`config.mk`:
```
export PLATFORM = sky130hd
export DESIGN_NAME = fft_source_receiver
export DESIGN_NICKNAME = d
export VERILOG_FILES = /design/src/rtl/fft_rx_pkg.sv /design/src/rtl/fft_rx_fifo.sv /design/src/rtl/fft_source_receiver.sv
export SDC_FILE = /design/constraint.sdc
export NUM_CORES = 1
export LEC_CHECK = 0
export BUFFER_PORTS_ARGS = -buffer_cell sky130_fd_sc_hd__buf_2
export CAP_MARGIN = 30
export CORE_AREA = 2 2 244 222
export DETAILED_ROUTE_END_ITERATION = 10
export DIE_AREA = 0 0 246 224
export SYNTH_ARGS = -nofsm -noshare
export SYNTH_HDL_FRONTEND = slang
export SYNTH_SLANG_ARGS = --single-unit
```
`constraint.sdc`:
```
create_clock -name clk -period 13.9 [get_ports clk]
set_input_delay 1.39 -clock clk [delete_from_list [all_inputs] [get_ports clk]]
set_output_delay 1.39 -clock clk [all_outputs]
set_load 0.02 [all_outputs]
```
`src/rtl/fft_rx_pkg.sv`:
```
// fft_rx_pkg: receiver state type, default widths and block-exponent scaling.
// FFT_RX_SATURATE_EN makes scaling clamp out-of-range results instead of wrapping them.
package fft_rx_pkg;

    typedef enum logic [1:0] {IDLE, FRAME, DROP} rx_state_e;

    localparam int POINTS_DEF = 64;
    localparam int DATA_W_DEF = 8;
    localparam int EXP_W_DEF  = 6;
    localparam int OUT_W_DEF  = 12;

    // s > 0 shifts left, s < 0 shifts right arithmetically; result is sign-extended from out_w bits
    function automatic logic signed [63:0] fft_rx_scale(
        input logic signed [31:0] x,
        input int                 s,
        input int                 out_w
    );
        logic signed [63:0] w;
        logic signed [63:0] lim;
        logic               big;
        w   = {{32{x[31]}}, x};
        big = (s > 31) && (x != 0);
        w   = (s < 0) ? (w >>> ((s < -63) ? 63 : -s)) : (big ? 64'sd0 : (w <<< s));
        lim = 64'sd1 <<< (out_w - 1);
`ifdef FFT_RX_SATURATE_EN
        return big ? ((x < 0) ? -lim : lim - 64'sd1)
                   : ((w >= lim) ? lim - 64'sd1 : ((w < -lim) ? -lim : w));
`else
        return ((w + lim) & ((lim <<< 1) - 64'sd1)) - lim;
`endif
    endfunction

endpackage

```
`src/rtl/fft_rx_fifo.sv`:
```
// fft_rx_fifo: synchronous show-ahead FIFO; dout presents the oldest entry whenever not empty.
module fft_rx_fifo #(
    parameter int WIDTH = 26,
    parameter int DEPTH = 16
) (
    input  logic                   clk,
    input  logic                   reset,
    input  logic                   push,
    input  logic                   pop,
    input  logic [WIDTH-1:0]       din,
    output logic [WIDTH-1:0]       dout,
    output logic [$clog2(DEPTH):0] count,
    output logic                   empty,
    output logic                   full
);

    localparam int AW = $clog2(DEPTH);

    logic [WIDTH-1:0] mem_q [DEPTH];
    logic [AW-1:0]    wr_q, wr_d, rd_q, rd_d;
    logic [AW:0]      count_q, count_d;
    logic             do_push, do_pop;

    always_comb begin
        empty   = count_q == '0;
        full    = count_q == (AW+1)'(DEPTH);
        do_pop  = pop && !empty;
        do_push = push && (!full || do_pop);
        wr_d    = wr_q + AW'(do_push);
        rd_d    = rd_q + AW'(do_pop);
        count_d = count_q + (AW+1)'(do_push) - (AW+1)'(do_pop);
        dout    = mem_q[rd_q];
        count   = count_q;
    end

    always_ff @(posedge clk) begin
        if (reset) begin
            wr_q    <= '0;
            rd_q    <= '0;
            count_q <= '0;
        end else begin
            wr_q    <= wr_d;
            rd_q    <= rd_d;
            count_q <= count_d;
        end
    end

    always_ff @(posedge clk) begin
        if (do_push) mem_q[wr_q] <= din;
    end

endmodule

```
`src/rtl/fft_source_receiver.sv`:
```
// fft_source_receiver: checks framing of the FFT source stream, rescales by the block exponent, buffers and re-emits.
// FFT_RX_SATURATE_EN selects clamping of overflowing samples; otherwise they wrap to OUT_W bits.
module fft_source_receiver
    import fft_rx_pkg::*;
#(
    parameter int POINTS     = POINTS_DEF,
    parameter int DATA_W     = DATA_W_DEF,
    parameter int EXP_W      = EXP_W_DEF,
    parameter int OUT_W      = OUT_W_DEF,
    parameter int FIFO_DEPTH = 16
) (
    input  logic                     clk,
    input  logic                     reset,
    input  logic signed [DATA_W-1:0] in_real,
    input  logic signed [DATA_W-1:0] in_imag,
    input  logic signed [EXP_W-1:0]  in_exp,
    input  logic                     in_valid,
    input  logic                     in_sop,
    input  logic                     in_eop,
    input  logic [1:0]               in_error,
    output logic                     in_ready,
    output logic signed [OUT_W-1:0]  out_real,
    output logic signed [OUT_W-1:0]  out_imag,
    output logic                     out_valid,
    output logic                     out_sop,
    output logic                     out_eop,
    input  logic                     out_ready,
    output logic                     frame_err,
    output logic [7:0]               err_count,
    output logic [15:0]              frame_count
);

    localparam int IW = $clog2(POINTS);
    localparam int PW = 2 + 2 * OUT_W;
    localparam int CW = $clog2(FIFO_DEPTH) + 1;

    rx_state_e               state_q, state_d;
    logic [IW-1:0]           idx_q, idx_d;
    logic signed [EXP_W-1:0] exp_q, exp_d, exp_use;
    logic                    warned_q, warned_d;
    logic                    frame_err_q, frame_err_d;
    logic                    pipe_valid_q, pipe_valid_d;
    logic                    ready_en_q;
    logic [7:0]              err_count_q, err_count_d;
    logic [15:0]             frame_count_q, frame_count_d;
    logic [PW-1:0]           pipe_q, pipe_d, fifo_dout;
    logic [CW-1:0]           fifo_count;
    logic                    fifo_empty, fifo_full, acc, fwd, last;

    always_comb begin
        in_ready      = !reset && ready_en_q && !fifo_full
                        && ((CW+1)'(fifo_count) + (CW+1)'(pipe_valid_q)) < (CW+1)'(FIFO_DEPTH);
        acc           = in_valid && in_ready;
        last          = idx_q == IW'(POINTS - 1);
        exp_use       = in_sop ? in_exp : exp_q;
        state_d       = state_q;
        idx_d         = idx_q;
        exp_d         = exp_q;
        warned_d      = acc ? 1'b0 : warned_q;
        frame_err_d   = 1'b0;
        frame_count_d = frame_count_q;
        fwd           = 1'b0;
        if (acc && in_error != 2'b00) begin
            frame_err_d = 1'b1;
            state_d     = in_eop ? IDLE : DROP;
        end else if (acc && in_sop) begin
            // a sop always restarts a frame; an eop on the same beat or an open frame is an error
            fwd         = 1'b1;
            frame_err_d = in_eop || state_q == FRAME;
            state_d     = in_eop ? IDLE : FRAME;
            idx_d       = IW'(1);
            exp_d       = in_exp;
        end else if (acc && state_q == FRAME) begin
            fwd           = 1'b1;
            idx_d         = idx_q + IW'(1);
            frame_err_d   = in_eop ? !last : last;
            frame_count_d = frame_count_q + 16'(in_eop && last);
            state_d       = in_eop ? IDLE : (last ? DROP : FRAME);
        end else if (acc && state_q == IDLE) begin
            frame_err_d = !warned_q;
            warned_d    = 1'b1;
        end else if (acc && in_eop) begin
            state_d = IDLE;
        end
        err_count_d  = err_count_q + 8'(frame_err_d && err_count_q != 8'hFF);
        pipe_valid_d = fwd;
        pipe_d       = {in_sop, in_eop,
                        OUT_W'(fft_rx_scale(32'(in_real), -int'(exp_use), OUT_W)),
                        OUT_W'(fft_rx_scale(32'(in_imag), -int'(exp_use), OUT_W))};
        {out_sop, out_eop, out_real, out_imag} = fifo_empty ? '0 : fifo_dout;
        out_valid    = !fifo_empty;
        frame_err    = frame_err_q;
        err_count    = err_count_q;
        frame_count  = frame_count_q;
    end

    always_ff @(posedge clk) begin
        if (reset) begin
            state_q       <= IDLE;
            idx_q         <= '0;
            exp_q         <= '0;
            warned_q      <= 1'b0;
            frame_err_q   <= 1'b0;
            pipe_valid_q  <= 1'b0;
            ready_en_q    <= 1'b0;
            err_count_q   <= '0;
            frame_count_q <= '0;
            pipe_q        <= '0;
        end else begin
            state_q       <= state_d;
            idx_q         <= idx_d;
            exp_q         <= exp_d;
            warned_q      <= warned_d;
            frame_err_q   <= frame_err_d;
            pipe_valid_q  <= pipe_valid_d;
            ready_en_q    <= 1'b1;
            err_count_q   <= err_count_d;
            frame_count_q <= frame_count_d;
            pipe_q        <= pipe_d;
        end
    end

    fft_rx_fifo #(.WIDTH(PW), .DEPTH(FIFO_DEPTH)) u_fifo (
        .clk   (clk),
        .reset (reset),
        .push  (pipe_valid_q),
        .pop   (out_valid && out_ready),
        .din   (pipe_q),
        .dout  (fifo_dout),
        .count (fifo_count),
        .empty (fifo_empty),
        .full  (fifo_full)
    );

endmodule

```
## After elaboration in Yosys (flattened, before gate mapping)

Memories as Yosys holds them, arrays and structs flattened. A register that Yosys moved wholly into a read port is not among the register bits.
Index checks and enable logic that the tools add are counted.

| operators by class | value |
|---|---|
| add/sub/neg operators | 14 |
| magnitude comparators | 4 |
| equal/unequal tests | 5 |
| shift-type cells | 4 |
| multiplexer cells | 34 |
| bitwise operators | 2 |
| reductions and logical operators | 35 |

Operators with widths:

| kind | count |
|---|---|
| nonzero test 32 bit | 2 |
| <<< shifter 8 x 32 -> 12 bit | 2 |
| >>> shifter 8 x 32 -> 12 bit | 2 |
| 2-to-1 mux 12 bit | 4 |
| > comparator 32 x 6 -> 1 bit (second input constant) | 1 |
| < comparator 32 x 1 -> 1 bit (second input constant) | 1 |
| < comparator 32 x 7 -> 1 bit (second input constant) | 1 |
| 2-to-1 mux 32 bit | 1 |
| negator 32 bit | 1 |
| negator 6 -> 32 bit | 1 |
| 2-to-1 mux 26 bit | 1 |
| adder 12 bit (second input constant) | 2 |
| subtractor 12 bit (second input constant) | 2 |
| 2-to-1 mux 6 bit | 3 |
| adder 16 x 1 -> 16 bit | 1 |
| logical AND 1 bit | 16 |
| 2-to-1 mux 1 bit | 16 |
| 2-to-1 mux 2 bit | 8 |
| adder 4 x 1 -> 4 bit | 2 |
| adder 8 x 1 -> 8 bit | 1 |
| inequality test 8 bit (second input constant) | 1 |
| adder 5 x 1 -> 6 bit | 1 |
| adder 6 x 1 -> 6 bit (second input constant) | 1 |
| equality test 6 bit (second input constant) | 1 |
| other kinds (17) | 26 |

| word-level totals | value |
|---|---|
| flip-flop bits (word level) | 81 |
| bits in writable memories | 416 |
| input bits | 30 |
| output and inout port bits | 53 |
| logic and storage cells | 112 |
| memories kept | 1 |

Memory list:

| name | depth | width | read ports | clocked after memory_dff | wr ports | RTL line | text |
|---|---|---|---|---|---|---|---|
| u_fifo.mem_q | 16 | 26 | 1 | 1 | 1 | fft_rx_fifo.sv:19 | `logic [WIDTH-1:0] mem_q [DEPTH];` |

## Logic depth before layout (Yosys ltp)

Gate-level depths: netlist of the first run.

| depth | value |
|---|---|
| word-level depth | 12 |
| mapped depth | 20 |
| gate-level depth less buffers | 15 |

## Modules after synthesis

A second synthesis of the first run with hierarchy kept.

| second synthesis, totals | value |
|---|---|
| cells, all modules | 1,493 |
| area total of the unflattened synthesis | 22,126.2 µm² |

Modules (own cells, without submodules):

| module | instances | cells an instance | area an instance (µm²) | sequential area each (µm²) |
|---|---|---|---|---|
| fft_rx_fifo | 1 | 732 | 16,530.9 | 12,752.2 |
| fft_source_receiver | 1 | 761 | 5,595.4 | 1,361.3 |

## Least setup slack after synthesis of the first run

No wires, ideal clock.

| path | value |
|---|---|
| kind | input to register |
| from | in in_sop |
| to | reg pipe_q[0] |
| library setup time | 130 ps |
| data arrival time | 5,781 ps |
| data required time | 13,770 ps |
| path slack | 7,989 ps |
| stages on the path | 16 |
| buffers on the path | 4 |
| path through | buf_4 buf_2 buf_1 mux2i_1 nand3_1 ha_1 or4_1 or4_4 nor2_1 and4_1 o221ai_1 a2111oi_4 buf_6 mux2_2 a21oi_1 o22ai_1 |

| on the way | value |
|---|---|
| cells in the longest elaborated chain, start to end | 8 |
| elaborated cells on any way between the ends | 14 |
| classes of those cells | 4 x add/sub; 3 x order compare; 2 x shift; 4 x mux; 1 x reduce/logical |

Ends and longest elaborated chain:

| element | RTL line | text |
|---|---|---|
| from (decl) | fft_source_receiver.sv:18 | `input logic in_sop,` |
| 2-to-1 mux 6 bit * | fft_source_receiver.sv:55 | `exp_use = in_sop ? in_exp : exp_q;` |
| negator 6 -> 32 bit * | fft_source_receiver.sv:89 | `OUT_W'(fft_rx_scale(32'(in_imag), -int'(exp_use), OUT_W))};` |
| negator 32 bit, or another cell as far along | fft_rx_pkg.sv:23 | `w = (s < 0) ? (w >>> ((s < -63) ? 63 : -s)) : (big ? 64'sd0 : (w <<< s));` |
| 2-to-1 mux 32 bit / logical AND 1 bit (equally long branches) | fft_rx_pkg.sv:23, fft_rx_pkg.sv:22 |  |
| >>> shifter 8 x 32 -> 12 bit / 2-to-1 mux 12 bit (equally long branches) | fft_rx_pkg.sv:23 |  |
| 2-to-1 mux 12 bit * | fft_rx_pkg.sv:23 |  |
| adder 12 bit * | fft_rx_pkg.sv:29 | `return ((w + lim) & ((lim <<< 1) - 64'sd1)) - lim;` |
| subtractor 12 bit * | fft_rx_pkg.sv:29 |  |
| to (signal assigned) | fft_source_receiver.sv:119 | `pipe_q <= pipe_d;` |
| to (decl) | fft_source_receiver.sv:46 | `logic [PW-1:0] pipe_q, pipe_d, fifo_dout;` |

Every way passes the cells marked *; elsewhere a longest branch is shown, timed or not.
A chain may end at the register's enable or synchronous reset.

## Final worst setup path of the first run

Ends and elaborated chain as after synthesis.

==> results of run 1 <==
-- power breakdown --
group | internal (mW) | total [mW] | switching [mW]
clock | 0.755 | 1.32 | 0.562
combinational | 0.370 | 0.760 | 0.390
sequential | 1.63 | 1.70 | 0.0713
total | 2.76 | 3.78 | 1.02
-- worst min-delay path, cell delays in order (launching register included) --
cell and delay, ns:
dfxtp_1 0.31, nand2_1 0.05, a21oi_1 0.05
-- Yosys cell counts (all sizes together) (15+ instances only) --
cell type	number
a21oi	63
buf	29
clkbuf	50
dfxtp	81
edfxtp	416
ha	36
inv	23
mux2i	42
mux4	132
nand2	96
nand3	47
nor2	84
nor2b	39
nor3	15
o21ai	40
xor2	17
-- path summary, 6_finish.rpt --
kind,start,cells after the start,slack [ns],end
setup / recovery,in_sop,17,7.43,pipe_q[0]
hold / removal,exp_q[5],2,0.45,exp_q[5]
setup reg to reg,exp_q[0],16,8.47,pipe_q[0]
hold reg to reg,exp_q[5],2,0.45,exp_q[5]
-- routing by layer --
| layer | up-vias | part of all wire |
|---|---|---|
| li1 | 5704 | - |
| met2 | 354 | 0.47 |
| met3 | 68 | 0.053 |
| met1 | 6458 | 0.45 |
| met5 | - | 0.00040 |
| met4 | 4 | 0.019 |
-- state kept, by name (all words and copies together) (netlist names) --
name          count
err_count         8
u_fifo.rd_q       4
ready_en_q        1
u_fifo.wr_q       4
u_fifo.mem_q    416
idx_q             6
u_fifo.count      5
pipe_valid_q      1
pipe_q           26
frame_count      16
frame_err         1
exp_q             6
warned_q          1
state_q           2
-- cell type report --
class | instances | area [um^2] | area share
clock inverter | 26 | 268 | 0.0108
inverter | 24 | 90.1 | 0.00363
timing repair buffer | 115 | 704 | 0.0284
clock buffer | 67 | 1340 | 0.0538
multi-input combinational | 806 | 7430 | 0.299
tap | 697 | 872 | 0.0351
sequential | 497 | 14100 | 0.569
antenna | 1 | 2.50 | 0.000101
-- placed cells by master (no fill, tap or decap), types with 17 or more instances in the layout --
cell type    n
inv_1       23
ha_1        36
mux4_2     132
nand2_1     96
a21oi_1     63
edfxtp_1   416
mux2i_1     42
clkbuf_16   51
buf_4       27
o21ai_0     38
xor2_1      17
buf_2       84
dfxtp_1     77
nor2b_1     39
nor2_1      71
nand3_1     46
-- stage by stage --
stage / cell area, um^2 / setup WS (ns) / instances / utilization / hold slack (ns)
floorplan: 21800 / 7.99 / 1406 / - / 0.436
global placement: 23100 / 6.95 / 2133 / 0.440 / 0.444
detailed placement: 23200 / 6.69 / 2138 / 0.442 / 0.448
CTS: 24800 / 7.25 / 2231 / 0.472 / 0.456
global route: 24800 / 7.00 / 2233 / 0.473 / 0.496
finish: 24800 / 7.43 / 2233 / 0.473 / 0.454
-- cells by family (layout without fill, tap and decap cells) --
group / count (synthesis) / in the layout / synth area share
flops: 497 / 497 / 0.646
compound gates: 178 / 178 / 0.0526
mux: 182 / 182 / 0.159
other cells: 0 / 1 / 0
xor+xnor: 31 / 31 / 0.0124
simple gates: 378 / 378 / 0.0885
buf+inv: 103 / 232 / 0.0194
fa+ha+maj: 37 / 37 / 0.0215
==> flow_summary.yaml, run 1 <==
sta:
  period_minus_slack_ns: 6.47
  finalSetupTns_ns: 0
  max_clock_freq_mhz: 154
  finalMaxSlewViolations: 0
  relSlewSlack: 0.359
  rsz0062_at_grt: "no"
  worstMarginPinSlew_ns: 0.962
  setup_viol: 0
  fin_skew_ns: 0.0385
  hold_violations: 0
  finalCritPeriodShare: 0.466
logic_synthesis:
  synthFlopType: "edfxtp_1"
  synth-seq-area-share: 0.646
  yosys.area.top_type_share: 0.572
  synthTopCellsByArea: "edfxtp_1 (57%), mux4_2 (14%), dfxtp_1 (7.4%)"
  synth_nets: 1473
  yosysWarnings: 0
  syn_area_um2: 21800
  async_flop_share: 0
  yosysTopAreaCell: "edfxtp_1"
  synth_edf_count: 416
  ys_seq_elements: 497
  syn_inst: 1406
  ys_types: 79
  syn_avg_cell_area_um2: 15.5
die:
  initial_core_util: 0.416
  die_w_um: 246
  row_count: 80
  die_area_um2: 55100
  ioPinCount: 83
  core_um2: 52600
  die_y_um: 224
global_routing:
  grtUsageMet2: 0.303
  use_met1: 0.276
  grtUsageMet3: 0.0265
  grt_pass1_wl_um: 78900
  grt_start_max_net_pins: 74
  track_usage: 0.191
  top_usage_layer: "met2"
  grt_overflow: 0
  grt_pass1_vias: 12757
  antenna_found_initial: 3
layout:
  drive_gt1_frac: 0.235
  area_growth_pct: 13.7
  layout.nets: 1561
  fillers: 4527
worst_setup_path:
  cpLargestDelayFamily: "simple AND/OR/NAND/NOR gates"
  worst_setup_path_start_kind: "primary input"
  worstSetupPathType: "primary input to register"
  critical_path.cell_chain: "buf_2, mux2_2, inv_1, ha_1, and2_0, nand3_1, ha_1, or4_1, or4_4, nor2_1, and4_1, o221ai_1, a2111oi_4, buf_4, mux2_2, a21oi_1, o22ai_1"
  crit_slowest_cell: "or4_1"
  critPathMaxFanout: 32
  worst-path-buf-inv: 3
  endpoint_kind: "register"
  max_stage_delay_ns: 0.58
  cp.arrival_ns: 6.89
  worstPathRequired_ns: 14.32
place:
  io_buffers: 82
  dp_hpwl_um: 31600
  gp_congestion: 0.890
routing:
  dr.pass1.iters: 5
  vias_per_cell: 5.64
  drt-total-wl_um: 52100
  drt_iter0_drc: 844
  wl_per_cell_um: 23.3
  num_vias: 12588
  drc_errors: 0
  ant_nets: 0
hold_path:
  holdCritPathClass: "register to register"
clock_tree:
  tritoncts: "built"
  post_cts_resized: 0
  cts_hold_buf: 0
  path_clk_slew_ns: 0.06
  cts-root-buf: "clkbuf_16"
  ctsHtreeMaxLevel: 2
  cts_buffer_depth: 3
  post-cts-setup-buffer-count: 0
  cts_made_buffers: 50
  clk_latency_ns: 0.60
  clock-sinks: 497
pwr:
  leakage_nw: 8.08
  ir_drop_v: 0.0000941
  finalPower_mw: 3.78
  power.density_nw_per_um2: 152
job:
  drv_cap: 0
run_status:
  outcome: "finished, final reports clean"
Power figures use the tool's default switching activity.
==> run 2, diff against run 1 <==
==> constraint.sdc (replaced) <==
create_clock -name clk -period 6.3 [get_ports clk]
set_input_delay 0.63 -clock clk [delete_from_list [all_inputs] [get_ports clk]]
set_output_delay 0.63 -clock clk [all_outputs]
set_load 0.02 [all_outputs]
==> flow_summary.yaml, run 2 (same netlist as run 1, synthesis figures left out) <==
worst_setup_path:
  worst-path-buf-inv: 1
  worstSetupPathType: "register to register"
  max_stage_delay_ns: 0.89
  critical_path.cell_chain: "mux2_2, inv_1, ha_1, and2_0, nand3_1, ha_1, or4b_4, nor3_4, nand3b_1, a211oi_1, mux2i_1, a2111oi_4, mux2_2, a21oi_1, o22ai_1"
  endpoint_kind: "register"
  critPathMaxFanout: 16
  worst_setup_path_start_kind: "register"
  critPathLaunch: "exp_q[0]"
  worstPathRequired_ns: 6.72
  cp.arrival_ns: 5.60
  crit_slowest_cell: "a2111oi_4"
  r2r-start: "exp_q[0]"
  cpLargestDelayFamily: "compound AO/OA/AOI/OAI gates"
global_routing:
  track_usage: 0.192
  grt_pass1_vias: 12787
  grt_overflow: 0
  antenna_found_initial: 3
  grt_start_max_net_pins: 73
  grt_pass1_wl_um: 79300
clock_tree:
  cts_made_buffers: 52
  cts_buffer_depth: 3
  clock-sinks: 497
  clk_latency_ns: 0.59
  cts-root-buf: "clkbuf_16"
  ctsHtreeMaxLevel: 2
  tritoncts: "built"
  cts_hold_buf: 0
  post-cts-setup-buffer-count: 0
  path_clk_slew_ns: 0.06
  post_cts_resized: 0
hold_path:
  holdCritPathClass: "primary input to register"
  hp-start: "in_exp[5]"
sta:
  hold_violations: 0
  finalSetupTns_ns: 0
  worstMarginPinSlew_ns: 1.01
  finalCritPeriodShare: 0.822
  finalMaxSlewViolations: 0
  relSlewSlack: 0.327
  rsz0062_at_grt: "no"
  max_clock_freq_mhz: 193
  fin_skew_ns: 0.0323
  period_minus_slack_ns: 5.18
  setup_viol: 0
routing:
  dr.pass1.iters: 5
  drt_iter0_drc: 890
  vias_per_cell: 5.68
  drt-total-wl_um: 52400
  wl_per_cell_um: 23.4
  ant_nets: 0
  drc_errors: 0
  num_vias: 12737
die:
  die_area_um2: 55100
  core_um2: 52600
  die_w_um: 246
  initial_core_util: 0.416
  die_y_um: 224
  ioPinCount: 83
  row_count: 80
pwr:
  leakage_nw: 8.13
  power.density_nw_per_um2: 334
  p_int_mw: 6.09
  p_seq_frac: 0.450
  combPwrFrac: 0.202
  p_sw_mw: 2.24
  finalPower_mw: 8.33
  p_sw_frac: 0.269
  ir_drop_v: 0.000213
  clkPwrFrac: 0.348
layout:
  final_common_cell: "edfxtp_1"
  antenna_cells: 0
  fillers: 4560
  largest_register: "u_fifo.mem_q"
  largest_register_ff_count: 416
  area_growth_pct: 14.0
  drive_gt1_frac: 0.242
  most-common-layout-cells: "edfxtp_1 (416), mux4_2 (132), nand2_1 (96)"
  layout.nets: 1569
run_status:
  outcome: "finished, final reports clean"
place:
  gp_congestion: 0.865
  io_buffers: 82
  dp_hpwl_um: 31900
job:
  drv_cap: 0
## run 2: cell types whose count changed in the layout (fill, tap and decap cells not counted), sizes merged
cell and change:
clkinvlp -1, buf +7, inv -1, clkinv -10
bufinv -4, clkbuf +18, diode -1
## run 2: power by group through the flow
stage | Clock (mW) | Sequential [mW] | Combinational (mW)
finish | 2.90 | 3.75 | 1.68
global route | 3.10 | 3.77 | 1.83
CTS | 2.97 | 3.75 | 1.72
detailed placement | 0 | 3.82 | 1.72
global placement | 0 | 3.82 | 1.67
floorplan | 0 | 3.71 | 1.30
## run 2: layout make-up
| cell class | count | area (um^2) | area share |
|---|---|---|---|
| well taps | 697 | 872 | 0.0350 |
| repair buffers | 121 | 748 | 0.0300 |
| flip-flops and latches | 497 | 14100 | 0.567 |
| multi-input cells | 806 | 7430 | 0.298 |
| clock inverters | 10 | 92.6 | 0.00372 |
| clock buffers | 86 | 1550 | 0.0622 |
| inverters | 24 | 90.1 | 0.00362 |
## run 2: metal layers
metal  global-route usage  wire length [um]
met5                    0                13
met4               0.0463               901
met3               0.0274              2840
met2                0.313             25300
met1                0.272             23300
## run 2: tightest hold or removal path, cell delays in order
cell     delay (ns)
buf_2          0.11
nand2_1        0.05
a21oi_1        0.05
## run 2: worst paths after layout
check                   end  slack [ns]  cells after the start
setup / recovery  pipe_q[0]        1.12                     15
hold / removal     exp_q[5]        0.32                      3
setup reg to reg  pipe_q[0]        1.12                     15
hold reg to reg    exp_q[5]        0.47                      2
## run 2: metrics by stage
stage | hold slack, ns | util | setup slack [ns] | std cells | cell area, um^2
after floorplan | 0.436 | - | 1.15 | 1406 | 21800
after detailed placement | 0.467 | 0.443 | 0.694 | 2145 | 23300
after CTS | 0.273 | 0.474 | 1.17 | 2241 | 24900
final | 0.316 | 0.474 | 1.12 | 2241 | 24900
after global placement | 0.465 | 0.442 | 0.899 | 2143 | 23200
after global routing | 0.314 | 0.474 | 0.724 | 2241 | 24900
